===== config.mk =====
export PLATFORM = sky130hd
export DESIGN_NAME = multicycle_controller_flat
export DESIGN_NICKNAME = d
export VERILOG_FILES = /design/src/rtl/multicycle_controller_if.sv /design/src/rtl/multicycle_controller.sv /design/src/flat_wrapper.sv
export SDC_FILE = /design/constraint.sdc
export NUM_CORES = 1
export LEC_CHECK = 0
export ABC_CLOCK_PERIOD_IN_PS = 3800
export BUFFER_PORTS_ARGS = -buffer_cell sky130_fd_sc_hd__buf_2
export CAP_MARGIN = 20
export CORE_MARGIN = 8
export CORE_UTILIZATION = 45
export CTS_CLUSTER_SIZE = 20
export DETAILED_ROUTE_END_ITERATION = 12
export PLACE_DENSITY_LB_ADDON = 0.25
export SYNTH_ARGS = -nofsm -noshare
export SYNTH_HDL_FRONTEND = slang
export SYNTH_SLANG_ARGS = --single-unit

===== constraint.sdc =====
create_clock -name clk -period 3.8 [get_ports clk]
set_clock_uncertainty 0.05 [all_clocks]
set_input_delay 0.19 -clock clk [delete_from_list [all_inputs] [get_ports clk]]
set_output_delay 0.19 -clock clk [all_outputs]
set_load 0.05 [all_outputs]

===== src/rtl/multicycle_controller_if.sv =====
// rtl/multicycle_controller_if.sv - control bundle between the multicycle controller and its datapath
interface multicycle_controller_if;
   logic [19:0] Instr;
   logic [3:0]  ALUFlags;
   logic        PCWrite;
   logic        AdrSrc;
   logic        MemWrite;
   logic        IRWrite;
   logic [1:0]  ResultSrc;
   logic        ALUSrcA;
   logic [1:0]  ALUSrcB;
   logic [1:0]  ImmSrc;
   logic [1:0]  RegSrc;
   logic        RegWrite;
   logic [1:0]  ALUControl;

   modport master (
      input  Instr, ALUFlags,
      output PCWrite, AdrSrc, MemWrite, IRWrite, ResultSrc, ALUSrcA, ALUSrcB,
             ImmSrc, RegSrc, RegWrite, ALUControl
   );

   modport slave (
      output Instr, ALUFlags,
      input  PCWrite, AdrSrc, MemWrite, IRWrite, ResultSrc, ALUSrcA, ALUSrcB,
             ImmSrc, RegSrc, RegWrite, ALUControl
   );
endinterface


===== src/rtl/multicycle_controller.sv =====
// rtl/multicycle_controller.sv - FSM sequencer and condition logic for the multicycle ARM datapath
module multicycle_controller (
   input  logic                    clk,
   input  logic                    reset,
   multicycle_controller_if.master ctl
);
   typedef enum logic [3:0] {
      FETCH, DECODE, MEMADR, MEMREAD, MEMWB, MEMWRITE,
      EXECUTER, EXECUTEI, ALUWB, BRANCH
   } state_t;

   state_t     state;
   state_t     state_next;
   state_t     out_state;
   logic [3:0] flags;

   logic [3:0] cond;
   logic [1:0] op;
   logic [5:0] funct;
   logic [3:0] rd;
   logic       n, z, c, v;

   assign cond  = ctl.Instr[19:16];
   assign op    = ctl.Instr[15:14];
   assign funct = ctl.Instr[13:8];
   assign rd    = ctl.Instr[3:0];
   assign {n, z, c, v} = flags;

   logic cond_ex;
   always_comb begin
      cond_ex = 1'b1;
      case (cond)
         4'b0000: cond_ex = z;
         4'b0001: cond_ex = ~z;
         4'b0010: cond_ex = c;
         4'b0011: cond_ex = ~c;
         4'b0100: cond_ex = n;
         4'b0101: cond_ex = ~n;
         4'b0110: cond_ex = v;
         4'b0111: cond_ex = ~v;
         4'b1000: cond_ex = c & ~z;
         4'b1001: cond_ex = ~c | z;
         4'b1010: cond_ex = (n == v);
         4'b1011: cond_ex = (n != v);
         4'b1100: cond_ex = ~z & (n == v);
         4'b1101: cond_ex = z | (n != v);
         default: cond_ex = 1'b1;
      endcase
   end

   logic [1:0] alu_cmd;
   logic       add_sub;
   always_comb begin
      alu_cmd = 2'b00;
      add_sub = 1'b0;
      case (funct[4:1])
         4'b0100: begin alu_cmd = 2'b00; add_sub = 1'b1; end
         4'b0010: begin alu_cmd = 2'b01; add_sub = 1'b1; end
         4'b0000: alu_cmd = 2'b10;
         4'b1100: alu_cmd = 2'b11;
         default: alu_cmd = 2'b00;
      endcase
   end

   logic       executing;
   logic [1:0] flag_w;
   assign executing = (state == EXECUTER) || (state == EXECUTEI);
   assign flag_w    = {executing & funct[0], executing & funct[0] & add_sub};

   always_ff @(posedge clk) begin
      if (reset) begin
         state <= FETCH;
         flags <= 4'b0000;
      end else begin
         state <= state_next;
         if (cond_ex && flag_w[1]) flags[3:2] <= ctl.ALUFlags[3:2];
         if (cond_ex && flag_w[0]) flags[1:0] <= ctl.ALUFlags[1:0];
      end
   end

   // While reset is held the datapath selects mirror FETCH, whatever the state register holds.
   assign out_state = reset ? FETCH : state;

   logic       fetch, ir_write, adr_src, reg_w, mem_w, branch, alu_src_a;
   logic [1:0] result_src, alu_src_b, alu_control;
   always_comb begin
      state_next  = FETCH;
      fetch       = 1'b0;
      ir_write    = 1'b0;
      adr_src     = 1'b0;
      reg_w       = 1'b0;
      mem_w       = 1'b0;
      branch      = 1'b0;
      alu_src_a   = 1'b0;
      result_src  = 2'b00;
      alu_src_b   = 2'b00;
      alu_control = 2'b00;

      case (state)
         FETCH:    state_next = DECODE;
         DECODE: begin
            case (op)
               2'b00:   state_next = funct[5] ? EXECUTEI : EXECUTER;
               2'b01:   state_next = MEMADR;
               2'b10:   state_next = BRANCH;
               default: state_next = FETCH;
            endcase
         end
         MEMADR:   state_next = funct[0] ? MEMREAD : MEMWRITE;
         MEMREAD:  state_next = MEMWB;
         EXECUTER: state_next = ALUWB;
         EXECUTEI: state_next = ALUWB;
         default:  state_next = FETCH;
      endcase

      case (out_state)
         FETCH: begin
            fetch      = 1'b1;
            ir_write   = 1'b1;
            alu_src_a  = 1'b1;
            alu_src_b  = 2'b10;
            result_src = 2'b10;
         end
         DECODE: begin
            alu_src_a  = 1'b1;
            alu_src_b  = 2'b10;
            result_src = 2'b10;
         end
         MEMADR:   alu_src_b = 2'b01;
         MEMREAD:  adr_src = 1'b1;
         MEMWB: begin
            result_src = 2'b01;
            reg_w      = 1'b1;
         end
         MEMWRITE: begin
            adr_src = 1'b1;
            mem_w   = 1'b1;
         end
         EXECUTER: alu_control = alu_cmd;
         EXECUTEI: begin
            alu_src_b   = 2'b01;
            alu_control = alu_cmd;
         end
         ALUWB:    reg_w = 1'b1;
         BRANCH: begin
            alu_src_b  = 2'b01;
            result_src = 2'b10;
            branch     = 1'b1;
         end
         default: ;
      endcase
   end

   logic pcs;
   assign pcs = branch | (reg_w & (rd == 4'b1111));

   assign ctl.PCWrite    = ~reset & (fetch | (pcs & cond_ex));
   assign ctl.RegWrite   = ~reset & reg_w & cond_ex;
   assign ctl.MemWrite   = ~reset & mem_w & cond_ex;
   assign ctl.IRWrite    = ~reset & ir_write;
   assign ctl.AdrSrc     = adr_src;
   assign ctl.ResultSrc  = result_src;
   assign ctl.ALUSrcA    = alu_src_a;
   assign ctl.ALUSrcB    = alu_src_b;
   assign ctl.ALUControl = alu_control;
   assign ctl.ImmSrc     = op;
   assign ctl.RegSrc     = {op == 2'b01, op == 2'b10};
endmodule

===== src/flat_wrapper.sv =====
// flat-port wrapper written by rule: the top's interface ports become plain ports
module multicycle_controller_flat 
  (clk, reset, ctl_Instr, ctl_ALUFlags, ctl_PCWrite, ctl_AdrSrc, ctl_MemWrite, ctl_IRWrite, ctl_ResultSrc, ctl_ALUSrcA, ctl_ALUSrcB, ctl_ImmSrc, ctl_RegSrc, ctl_RegWrite, ctl_ALUControl);
  multicycle_controller_if ctl_i ();
  input  logic clk;
  input  logic reset;
  input wire logic [$bits(ctl_i.Instr)-1:0] ctl_Instr;
  input wire logic [$bits(ctl_i.ALUFlags)-1:0] ctl_ALUFlags;
  output wire logic [$bits(ctl_i.PCWrite)-1:0] ctl_PCWrite;
  output wire logic [$bits(ctl_i.AdrSrc)-1:0] ctl_AdrSrc;
  output wire logic [$bits(ctl_i.MemWrite)-1:0] ctl_MemWrite;
  output wire logic [$bits(ctl_i.IRWrite)-1:0] ctl_IRWrite;
  output wire logic [$bits(ctl_i.ResultSrc)-1:0] ctl_ResultSrc;
  output wire logic [$bits(ctl_i.ALUSrcA)-1:0] ctl_ALUSrcA;
  output wire logic [$bits(ctl_i.ALUSrcB)-1:0] ctl_ALUSrcB;
  output wire logic [$bits(ctl_i.ImmSrc)-1:0] ctl_ImmSrc;
  output wire logic [$bits(ctl_i.RegSrc)-1:0] ctl_RegSrc;
  output wire logic [$bits(ctl_i.RegWrite)-1:0] ctl_RegWrite;
  output wire logic [$bits(ctl_i.ALUControl)-1:0] ctl_ALUControl;
  assign ctl_i.Instr = ctl_Instr;
  assign ctl_i.ALUFlags = ctl_ALUFlags;
  assign ctl_PCWrite = ctl_i.PCWrite;
  assign ctl_AdrSrc = ctl_i.AdrSrc;
  assign ctl_MemWrite = ctl_i.MemWrite;
  assign ctl_IRWrite = ctl_i.IRWrite;
  assign ctl_ResultSrc = ctl_i.ResultSrc;
  assign ctl_ALUSrcA = ctl_i.ALUSrcA;
  assign ctl_ALUSrcB = ctl_i.ALUSrcB;
  assign ctl_ImmSrc = ctl_i.ImmSrc;
  assign ctl_RegSrc = ctl_i.RegSrc;
  assign ctl_RegWrite = ctl_i.RegWrite;
  assign ctl_ALUControl = ctl_i.ALUControl;
  multicycle_controller u_core (.clk(clk), .reset(reset), .ctl(ctl_i));
endmodule

==> flow_metrics.py <==
metrics = {
    "sta": {
        "rsz0062_at_grt": "no",
        "hold_viol_final": 0,
        "tns_ns": 0,
        "fin_crit_sh": 0.701,
        "slew_violations": 0,
        "worstMarginPinSlew_ns": 0.472,
        "max_freq_mhz": 375,
        "setup_violations": 0,
        "slew_headroom": 0.685,
        "fin_crit_ns": 2.66,
    },
    "place": {
        "globalplace.congestion": 0.784,
        "hpwl_microns": 1680,
        "portBuffers": 37,
    },
    "clock_tree": {
        "post_cts_resized": 0,
        "cts_tree": "built",
        "cts_max_path_buffers": 2,
        "clk_pin_slew_ns": 0.05,
        "h-tree-depth": 1,
        "clock-sinks": 8,
        "root_buffer": "clkbuf_4",
        "ctsHoldBuffers": 0,
        "insertion_delay_ns": 0.25,
        "cts_inserted_buffers": 3,
        "postCtsSetupBuffers": 0,
    },
    "setup_path": {
        "worstReg2RegStart": "u_core.flags[3]$_SDFFE_PP0P_",
        "ff2ff_setup_slack_ns": 1.91,
        "path_cells": "or4b_1, a31oi_1, o21ai_0, nor4b_2, or3_1, a211oi_2, buf_2",
        "required_ns": 3.56,
        "reg2reg_depth": 6,
        "rr_endpoint": "u_core.flags[2]$_SDFFE_PP0P_",
        "start_kind": "register",
        "slowest_delay_ns": 0.53,
        "critical-path-top-delay-family": "simple AND/OR/NAND/NOR gates",
        "crit_buf_inv": 1,
        "endpoint_kind": "primary output",
        "worstSetupPathType": "register to primary output",
        "critPathSlowestCell": "or4b_1",
        "path_max_fanout": 5,
        "crit_arrival_ns": 2.42,
    },
    "global_routing": {
        "grt_overflow": 0,
        "grt_first_pass_wirelength_microns": 3550,
        "grtUsageTotal": 0.121,
        "grt_max_degree": 20,
        "grt_pass1_vias": 835,
        "antenna_found_initial": 0,
    },
    "synthesis": {
        "synth_area_sq_um": 848,
        "ys_types": 37,
        "synth_top_area_cell": "dfxtp_1",
        "synth_most_common_cell": "nand2b_1",
        "avgSynthCellArea_sq_um": 7.44,
        "synth_seq_area_share": 0.189,
        "synth_warnings": 0,
        "synth_area_leaders": "dfxtp_1, nand2b_1, nor2_1, mux2i_1, a21oi_1",
        "synth-edff-count": 0,
        "synth-seq-cells": 8,
        "syn_nets": 140,
        "synthCells": 114,
        "yosys.area.top_type_share": 0.189,
        "synthArstFlopShare": 0,
        "synth_common_cells": "nand2b_1, nor2_1, dfxtp_1",
        "ys.flop_type": "dfxtp_1",
    },
    "outcome": {
        "status": "finished clean",
    },
    "routing": {
        "drt_iter0_markers": 14,
        "post-route-drc-count": 0,
        "via_per_inst": 5.18,
        "via_count": 880,
        "post_drt_wl_per_cell_microns": 12.1,
        "wl_microns": 2050,
        "antenna_left": 0,
        "dr.pass1.iters": 4,
    },
    "die": {
        "die_h_microns": 59.4,
        "rows": 15,
        "coreArea_sq_mm": 0.00175,
        "dieArea_sq_mm": 0.00353,
        "ios": 42,
        "die_w_microns": 59.4,
        "initial_utilization": 0.486,
    },
    "power_and_ir_drop": {
        "leakage_nw": 0.430,
        "p_per_area_mw_per_mm2": 247,
        "ir_drop_mv": 0.155,
        "total_power_mw": 0.254,
    },
    "worst_hold_path": {
        "hold_class": "input port to register",
        "holdPathEnd": "u_core.flags[1]$_SDFFE_PP0P_",
        "hp-start": "ctl_ALUFlags[1]",
        "min_path_cells": 3,
    },
    "final_layout": {
        "layout-drive-gt1-share": 0.331,
        "multi_input_area_sq_um": 628,
        "seq_area_sq_um": 160,
        "insertedDiodeCount": 0,
        "fill_cells": 182,
        "area_delta_synth_final_pct": 21.5,
        "nNetsFinal": 173,
    },
    "run": {
        "cap_viol_max_count": 0,
    },
}
-- metrics by stage --
step	worst slack [ns]	std cells	hold slack, ns	instance area [sq um]	utilization
floorplan	0.790	114	0.295	848	-
global placement	1.40	167	0.401	1010	0.578
detailed placement	1.37	167	0.412	1010	0.578
CTS	1.11	170	0.149	1030	0.591
global route	0.979	170	0.167	1030	0.591
finish	1.14	170	0.156	1030	0.591
-- tightest hold or removal path: stages --
cell and delay (ns):
buf_2 0.09, nand2b_1 0.05, mux2i_1 0.06
-- power by group --
group | switching, mW | leakage (nW) | internal, mW
logic | 0.0613 | 0.351 | 0.0349
clock network | 0.0266 | 0.0138 | 0.0360
registers | 0.00886 | 0.0650 | 0.0869
total | 0.0967 | 0.430 | 0.158
-- placed cells by master (no fill, tap or decap), drive strengths merged --
cell type	Yosys	layout
mux2i	5	5
xor2	3	3
a21o	1	1
nand3	3	3
or2	1	1
and4bb	1	1
nor3b	2	2
and2	1	1
a21oi	7	7
nor4b	1	1
nor3	3	3
nand4bb	1	1
or4	1	1
or3	3	3
o21ai	5	5
a41o	1	1
a31oi	2	2
nand4b	1	1
o221a	1	1
a311oi	1	1
a21boi	1	1
xnor2	2	2
nand2b	15	15
nor2b	3	3
dfxtp	8	8
clkbuf	5	3
nand2	7	7
a211oi	1	1
nor4	3	3
nand3b	1	1
o21bai	3	3
inv	1	1
buf	4	37
nor2	14	14
or4b	2	2
-- final cells by class --
cell class,instances,area share
tap,25,0.0303
inverter,1,0.00364
multi-input combinational,96,0.609
timing repair buffer,37,0.180
sequential,8,0.155
clock buffer,3,0.0218
-- cells by family after synthesis --
kind of cell,synth area share
compound gates,0.187
xor+xnor,0.0516
buf+inv,0.0708
flops,0.189
mux,0.0590
simple gates,0.442
-- registers in the layout (all words and copies together) (netlist names) --
signal / cells
u_core.flags: 4
u_core.state: 4
-- how the worst max path moves through the flow --
stage	slack, ns	cells past startpoint	from	to
6_report	1.14	7	u_core.flags[3]$_SDFFE_PP0P_	ctl_RegWrite
5_1_grt	0.98	7	u_core.flags[3]$_SDFFE_PP0P_	ctl_RegWrite
4_1_cts	1.11	7	u_core.flags[3]$_SDFFE_PP0P_	ctl_RegWrite
3_5_place_dp	1.37	8	ctl_Instr[18]	ctl_RegWrite
3_3_place_gp	1.40	8	ctl_Instr[18]	ctl_RegWrite
2_1_floorplan	0.79	3	u_core.state[2]$_SDFF_PP0_	ctl_PCWrite
-- metal layers --
layer	wire length [microns]	global-route usage	vias up
li1	-	-	470
met1	954	0.145	385
met2	912	0.191	23
met3	170	0.0390	2
met4	14	0.0546	0
met5	0	0	-
Note: power is estimated with default switching activity, not from simulation.
